===== src/rtl/mips_boot_loader_if.sv =====
// Byte-stream input and instruction-memory write bus of the boot loader.
// master = loader side (accepts bytes, drives imem writes); slave = the environment.
interface mips_boot_loader_if #(
    parameter int ADDR_W = 8
) ();
    logic              in_valid;
    logic [7:0]        in_data;
    logic              in_ready;
    logic              imem_we;
    logic [ADDR_W-1:0] imem_addr;
    logic [31:0]       imem_wdata;

    modport master (
        input  in_valid, in_data,
        output in_ready, imem_we, imem_addr, imem_wdata
    );

    modport slave (
        output in_valid, in_data,
        input  in_ready, imem_we, imem_addr, imem_wdata
    );
endinterface


===== src/rtl/mips_boot_loader.sv =====
// Boot loader: assembles little-endian words from a byte stream, writes them to imem, then releases the CPU.
// Define BOOT_CHECKSUM_EN to require a trailing 32-bit sum word before the image is accepted.
module mips_boot_loader #(
    parameter int ADDR_W    = 8,
    parameter int MAX_WORDS = 256,
    parameter int BASE_ADDR = 0
) (
    input  logic               clock,
    input  logic               reset,
    input  logic               reload,
    mips_boot_loader_if.master bus,
    output logic               cpu_reset,
    output logic               done,
    output logic               error,
    output logic [ADDR_W:0]    word_count
);
`ifdef BOOT_CHECKSUM_EN
    typedef enum logic [2:0] {ST_HDR, ST_LOAD, ST_CHK, ST_DONE, ST_ERROR} state_t;
`else
    typedef enum logic [2:0] {ST_HDR, ST_LOAD, ST_DONE, ST_ERROR} state_t;
`endif

    localparam logic [ADDR_W-1:0] BASE = ADDR_W'(BASE_ADDR);

    state_t            state_reg, state_next;
    logic [1:0]        byte_idx_reg;
    logic [ADDR_W:0]   n_reg;
    logic [ADDR_W:0]   word_count_reg;
    logic              in_ready_reg, in_ready_next;
    logic              imem_we_reg, we_next;
    logic [ADDR_W-1:0] imem_addr_reg;
    logic [31:0]       imem_wdata_reg;
    logic              done_reg, done_next;
    logic              error_reg, error_next;
    logic              cpu_reset_reg, cpu_reset_next;
    logic              accept, word_done, hdr_ok, last_word;
    logic [31:0]       word;
`ifdef BOOT_CHECKSUM_EN
    logic [31:0]       sum_reg;
`endif

    // reload beats a coincident handshake, so the byte is simply not taken
    assign accept    = bus.in_valid && in_ready_reg && !reload;
    assign word_done = accept && (byte_idx_reg == 2'd3);
    assign hdr_ok    = (word != 32'd0) && (word <= 32'(MAX_WORDS));
    assign last_word = (word_count_reg + (ADDR_W+1)'(1)) == n_reg;

    // Lanes 0..2 hold the earlier bytes; lane 3 is the live in_data byte
    generate
        for (genvar gi = 0; gi < 3; gi++) begin : g_lane
            logic [7:0] lane_reg;
            always_ff @(posedge clock or negedge reset) begin
                if (!reset)
                    lane_reg <= 8'd0;
                else if (accept && (byte_idx_reg == 2'(gi)))
                    lane_reg <= bus.in_data;
            end
        end
    endgenerate

    assign word = {bus.in_data, g_lane[2].lane_reg, g_lane[1].lane_reg, g_lane[0].lane_reg};

    always_comb begin
        state_next = state_reg;
        if (reload) begin
            state_next = ST_HDR;
        end else begin
            case (state_reg)
                ST_HDR:  if (word_done) state_next = hdr_ok ? ST_LOAD : ST_ERROR;
`ifdef BOOT_CHECKSUM_EN
                ST_LOAD: if (word_done && last_word) state_next = ST_CHK;
                ST_CHK:  if (word_done) state_next = (word == sum_reg) ? ST_DONE : ST_ERROR;
`else
                ST_LOAD: if (word_done && last_word) state_next = ST_DONE;
`endif
                default: state_next = state_reg;
            endcase
        end
    end

    // done/error follow the state one edge later, so done lands after the last write pulse
    always_comb begin
        in_ready_next  = (state_next != ST_DONE) && (state_next != ST_ERROR);
        we_next        = word_done && (state_reg == ST_LOAD);
        done_next      = !reload && (state_reg == ST_DONE);
        error_next     = !reload && (state_reg == ST_ERROR);
        cpu_reset_next = !done_next;
    end

    always_ff @(posedge clock or negedge reset) begin
        if (!reset) begin
            state_reg      <= ST_HDR;
            byte_idx_reg   <= 2'd0;
            n_reg          <= '0;
            word_count_reg <= '0;
            in_ready_reg   <= 1'b0;
            imem_we_reg    <= 1'b0;
            imem_addr_reg  <= BASE;
            imem_wdata_reg <= 32'd0;
            done_reg       <= 1'b0;
            error_reg      <= 1'b0;
            cpu_reset_reg  <= 1'b1;
        end else begin
            state_reg     <= state_next;
            in_ready_reg  <= in_ready_next;
            imem_we_reg   <= we_next;
            done_reg      <= done_next;
            error_reg     <= error_next;
            cpu_reset_reg <= cpu_reset_next;
            if (reload) begin
                byte_idx_reg   <= 2'd0;
                word_count_reg <= '0;
            end else begin
                if (accept)
                    byte_idx_reg <= byte_idx_reg + 2'd1;
                if (word_done && (state_reg == ST_HDR))
                    n_reg <= word[ADDR_W:0];
                if (we_next) begin
                    imem_addr_reg  <= BASE + word_count_reg[ADDR_W-1:0];
                    imem_wdata_reg <= word;
                    word_count_reg <= word_count_reg + (ADDR_W+1)'(1);
                end
            end
        end
    end

`ifdef BOOT_CHECKSUM_EN
    always_ff @(posedge clock or negedge reset) begin
        if (!reset)
            sum_reg <= 32'd0;
        else if (reload || (word_done && (state_reg == ST_HDR)))
            sum_reg <= 32'd0;
        else if (we_next)
            sum_reg <= sum_reg + word;
    end
`endif

    assign bus.in_ready   = in_ready_reg;
    assign bus.imem_we    = imem_we_reg;
    assign bus.imem_addr  = imem_addr_reg;
    assign bus.imem_wdata = imem_wdata_reg;
    assign cpu_reset      = cpu_reset_reg;
    assign done           = done_reg;
    assign error          = error_reg;
    assign word_count     = word_count_reg;
endmodule


===== src/flat_wrapper.sv =====
// flat-port wrapper written by rule: the top's interface ports become plain ports
module mips_boot_loader_flat 
#(
    parameter int ADDR_W    = 8,
    parameter int MAX_WORDS = 256,
    parameter int BASE_ADDR = 0
)
  (clock, reset, reload, cpu_reset, done, error, word_count, bus_in_valid, bus_in_data, bus_in_ready, bus_imem_we, bus_imem_addr, bus_imem_wdata);
  mips_boot_loader_if #(.ADDR_W(ADDR_W)) bus_i ();
  input  logic clock;
  input  logic reset;
  input  logic reload;
  output logic cpu_reset;
  output logic done;
  output logic error;
  output logic [ADDR_W:0] word_count;
  input wire logic [$bits(bus_i.in_valid)-1:0] bus_in_valid;
  input wire logic [$bits(bus_i.in_data)-1:0] bus_in_data;
  output wire logic [$bits(bus_i.in_ready)-1:0] bus_in_ready;
  output wire logic [$bits(bus_i.imem_we)-1:0] bus_imem_we;
  output wire logic [$bits(bus_i.imem_addr)-1:0] bus_imem_addr;
  output wire logic [$bits(bus_i.imem_wdata)-1:0] bus_imem_wdata;
  assign bus_i.in_valid = bus_in_valid;
  assign bus_i.in_data = bus_in_data;
  assign bus_in_ready = bus_i.in_ready;
  assign bus_imem_we = bus_i.imem_we;
  assign bus_imem_addr = bus_i.imem_addr;
  assign bus_imem_wdata = bus_i.imem_wdata;
  mips_boot_loader #(.ADDR_W(ADDR_W), .MAX_WORDS(MAX_WORDS), .BASE_ADDR(BASE_ADDR)) u_core (.clock(clock), .reset(reset), .reload(reload), .bus(bus_i), .cpu_reset(cpu_reset), .done(done), .error(error), .word_count(word_count));
endmodule

===== config.mk =====
export PLATFORM = sky130hd
export DESIGN_NAME = mips_boot_loader_flat
export DESIGN_NICKNAME = d
export VERILOG_FILES = /design/src/rtl/mips_boot_loader_if.sv /design/src/rtl/mips_boot_loader.sv /design/src/flat_wrapper.sv
export SDC_FILE = /design/constraint.sdc
export NUM_CORES = 1
export LEC_CHECK = 0
export BUFFER_PORTS_ARGS = -buffer_cell sky130_fd_sc_hd__buf_2
export CAP_MARGIN = 25
export CORE_UTILIZATION = 54
export CTS_BUF_LIST = sky130_fd_sc_hd__clkbuf_4 sky130_fd_sc_hd__clkbuf_8 sky130_fd_sc_hd__clkbuf_16
export DETAILED_ROUTE_END_ITERATION = 7
export PLACE_DENSITY = 0.83
export SYNTH_ARGS = -nofsm -noshare
export SYNTH_HDL_FRONTEND = slang
export SYNTH_SLANG_ARGS = --single-unit

===== constraint.sdc =====
create_clock -name clock -period 3.1 [get_ports clock]
set_input_delay 0.155 -clock clock [delete_from_list [all_inputs] [get_ports clock]]
set_output_delay 0.155 -clock clock [all_outputs]
set_load 0.1 [all_outputs]

==> results.txt <==
----------------------------------------------------
[Detailed routing]
  Routed wire length ... 8.57 mm
  Via count ... 3063
  DRT iter0 DRCs ... 125
  Antenna-violating nets left ... 0
  DR DRC count ... 0
  Number of iterations in the first detailed-routing pass ... 4
  Average wire length per cell after detail routing ... 15.2 µm
  Vias per inst ... 5.44

[Power]
  Peak VDD IR ... 410 µV
  Leakage power of the design ... 2.44 nW
  Power per cell area ... 546 mW/mm²

[Synth]
  Dominant register cell in the synthesized netlist ... sky130_fd_sc_hd__dfrtp_1
  Synth Warn # ... 0
  Count of flip-flops with a built-in enable after synthesis ... 0
  Number of cells produced by synthesis ... 399
  Fraction of the yosys area taken by sequential cells ... 0.565
  Distinct cell type count of the synthesized netlist ... 48
  Post-Synthesis Cell Area ... 0.00408 mm²
  Synth async-reset ratio ... 1.00
  Syn Area/Cell ... 10.2 µm²
  Synth Register Bits ... 92
  Net count after synthesis ... 416

[CTS]
  Count of H-tree levels built during CTS ... 3
  Number of buffers between clock root and the deepest sink ... 2
  Total clock sinks ... 92
  Count of instances resized after the clock tree is built ... 0
  TritonCTS clock tree ... built
  Later-pin clock latency in the skew report ... 0.37 ns
  Total CTS buffers ... 9
  Clock-pin transition on the worst setup and hold timing paths ... 0.09 ns
  Cell chosen for the clock root ... sky130_fd_sc_hd__clkbuf_8

[Layout]
  Most common cell after layout, fill and taps aside ... sky130_fd_sc_hd__nand2_1
  Layout Nets ... 476
  Commonest non-fill, non-tap cells in the layout ... 137 x sky130_fd_sc_hd__nand2_1, 91 x sky130_fd_sc_hd__dfrtp_1, 64 x sky130_fd_sc_hd__buf_2
  Number of diodes ... 0
  Final core utilization ... 0.639
  Relative area change from synthesis to final layout ... 14.2%
  Share of post-route cells with drive strength above 1 ... 0.263
  Number of flip-flops in the largest register ... 32

[Floorplan]
  Floorplan Core Area ... 0.00729 mm²
  Horizontal extent of the die ... 88.9 µm
  Starting density of the core ... 0.559
  DIE HEIGHT ... 88.9 µm
  Area of the die ... 0.00790 mm²
  FP Rows ... 31
  Number of primary I/O pins ... 66

[Timing]
  Post-route clock period utilization ... 0.691
  Finish-stage setup viols ... 0
  Normalized max-slew margin ... 0.648
  Post-route setup TNS ... 0 ns
  Worst clock skew ... 0.00935 ns
  Crit path time final ... 2.14 ns
  Unrepaired setup endpoints after global routing ... no
  Final hold violations ... 0
  Pin slew with the least headroom to its limit ... 0.528 ns
  Number of max-slew violations in the final report ... 0
  Fmax ... 467 MHz

[Critical path]
  Required time at the endpoint of the critical path ... 3.36 ns
  Biggest fanout along the worst timing path ... 11
  Capturing element type of the critical path ... flop
  Worst Setup Start Kind ... flop
  Class of the most critical setup path ... reg -> reg
  Data arrival time of the critical path ... 2.41 ns
  Worst-case register-to-register setup slack ... 0.96 ns

[GRT]
  Initial antenna violation count ... 0
  Residual overflow from global routing ... 0
  Met1 demand-to-capacity share in global routing ... 0.326
  Global-route wire length before repair ... 14.1 mm
  Met3 Use GR ... 0.0702
  Grt met2 use ... 0.382
  Largest net degree at the start of global routing ... 52
  Gr usage total ... 0.242
  Via count of the first global-routing pass ... 2955
  Most utilized layer in the global route result ... met2

[Placement]
  Detailed Place HPWL ... 6.02 mm
  Input/output buffers ... 65
  Global placement routability congestion ... 0.889

[Status]
  Run status ... completed

[Hold path]
  Type of the worst min-delay path ... in -> reg

[Job]
  Max cap viols ... 0

----------------------------------------------------
-- worst max-delay path, stage by stage, from the launching register on --
cell and delay, ns:
sky130_fd_sc_hd__dfrtp_1 0.57, sky130_fd_sc_hd__ha_1 0.46, sky130_fd_sc_hd__nand3_1 0.21, sky130_fd_sc_hd__nor3_1 0.17, sky130_fd_sc_hd__a22oi_1 0.13, sky130_fd_sc_hd__a211o_1 0.33, sky130_fd_sc_hd__o21a_1 0.17
-- repair_timing --
action                                 in CTS  in global routing
setup buffers                               0                  0
hold buffers                                1                  0
endpoints found under the hold margin      40                  0
-- cells by family after synthesis --
group | Yosys count | synth area share
simple gates | 191 | 0.205
flops | 92 | 0.565
compound gates | 36 | 0.0586
fa+ha+maj | 5 | 0.0153
buf+inv | 26 | 0.0310
xor+xnor | 16 | 0.0344
mux | 33 | 0.0911
-- area by class of cell --
| cell class | instances | area, µm² |
|---|---|---|
| Multi-Input combinational cell | 281 | 1650 |
| Fill cell | 633 | 2640 |
| Inverter | 5 | 18.8 |
| Sequential cell | 92 | 2300 |
| Clock inverter | 7 | 70.1 |
| Tap cell | 99 | 124 |
| Clock buffer | 9 | 124 |
| Timing Repair Buffer | 70 | 368 |
-- cells in the mapped netlist, types with 4 or more instances --
| cell | instances | area share |
|---|---|---|
| sky130_fd_sc_hd__a21oi_1 | 6 | 0.0074 |
| sky130_fd_sc_hd__xnor2_1 | 10 | 0.021 |
| sky130_fd_sc_hd__ha_1 | 5 | 0.015 |
| sky130_fd_sc_hd__xor2_1 | 6 | 0.013 |
| sky130_fd_sc_hd__buf_2 | 10 | 0.012 |
| sky130_fd_sc_hd__nor2_1 | 11 | 0.010 |
| sky130_fd_sc_hd__nor4_1 | 6 | 0.0092 |
| sky130_fd_sc_hd__dfrtp_1 | 91 | 0.56 |
| sky130_fd_sc_hd__o21ai_0 | 10 | 0.012 |
| sky130_fd_sc_hd__clkbuf_1 | 7 | 0.0064 |
| sky130_fd_sc_hd__mux2_2 | 33 | 0.091 |
| sky130_fd_sc_hd__nor3_1 | 6 | 0.0074 |
| sky130_fd_sc_hd__nand2_1 | 137 | 0.13 |
| sky130_fd_sc_hd__inv_1 | 4 | 0.0037 |
| sky130_fd_sc_hd__nand3_1 | 10 | 0.012 |
-- metal layers --
layer | share of wire | vias to the layer above
li1 | - | 1465
met1 | 0.43 | 1494
met2 | 0.50 | 93
met3 | 0.058 | 11
met4 | 0.016 | 0
met5 | 0 | -
-- path summary, 6_finish.rpt --
kind	end	cells after the start	start
setup / recovery	u_core.state_reg[0]	6	u_core.word_count[0]
hold / removal	u_core.bus.imem_wdata[24]	3	bus_in_data[0]
setup reg to reg	u_core.state_reg[0]	6	u_core.word_count[0]
hold reg to reg	u_core.bus.imem_addr[1]	2	u_core.bus.imem_addr[1]
max in group asynchronous	u_core.cpu_reset	3	reset
min in group asynchronous	u_core.word_count[6]	2	reset
-- where the power goes --
part           internal, mW  switching, mW
clock                 0.310          0.465
sequential             1.33          0.129
combinational         0.164          0.143
total                  1.81          0.738
-- stage by stage --
step	cell area (µm²)	power [mW]	hold slack [ns]	worst slack [ns]	std cells
final	4660	2.54	0.0489	0.958	563
after global routing	4660	2.67	0.0359	0.757	563
after CTS	4660	2.57	0.0407	0.978	563
after detailed placement	4450	1.79	0.168	1.00	546
after global placement	4450	1.77	0.158	1.11	546
after floorplan	4080	1.67	-0.141	0.670	399
No activity file was read; power rests on OpenSTA's default activity.
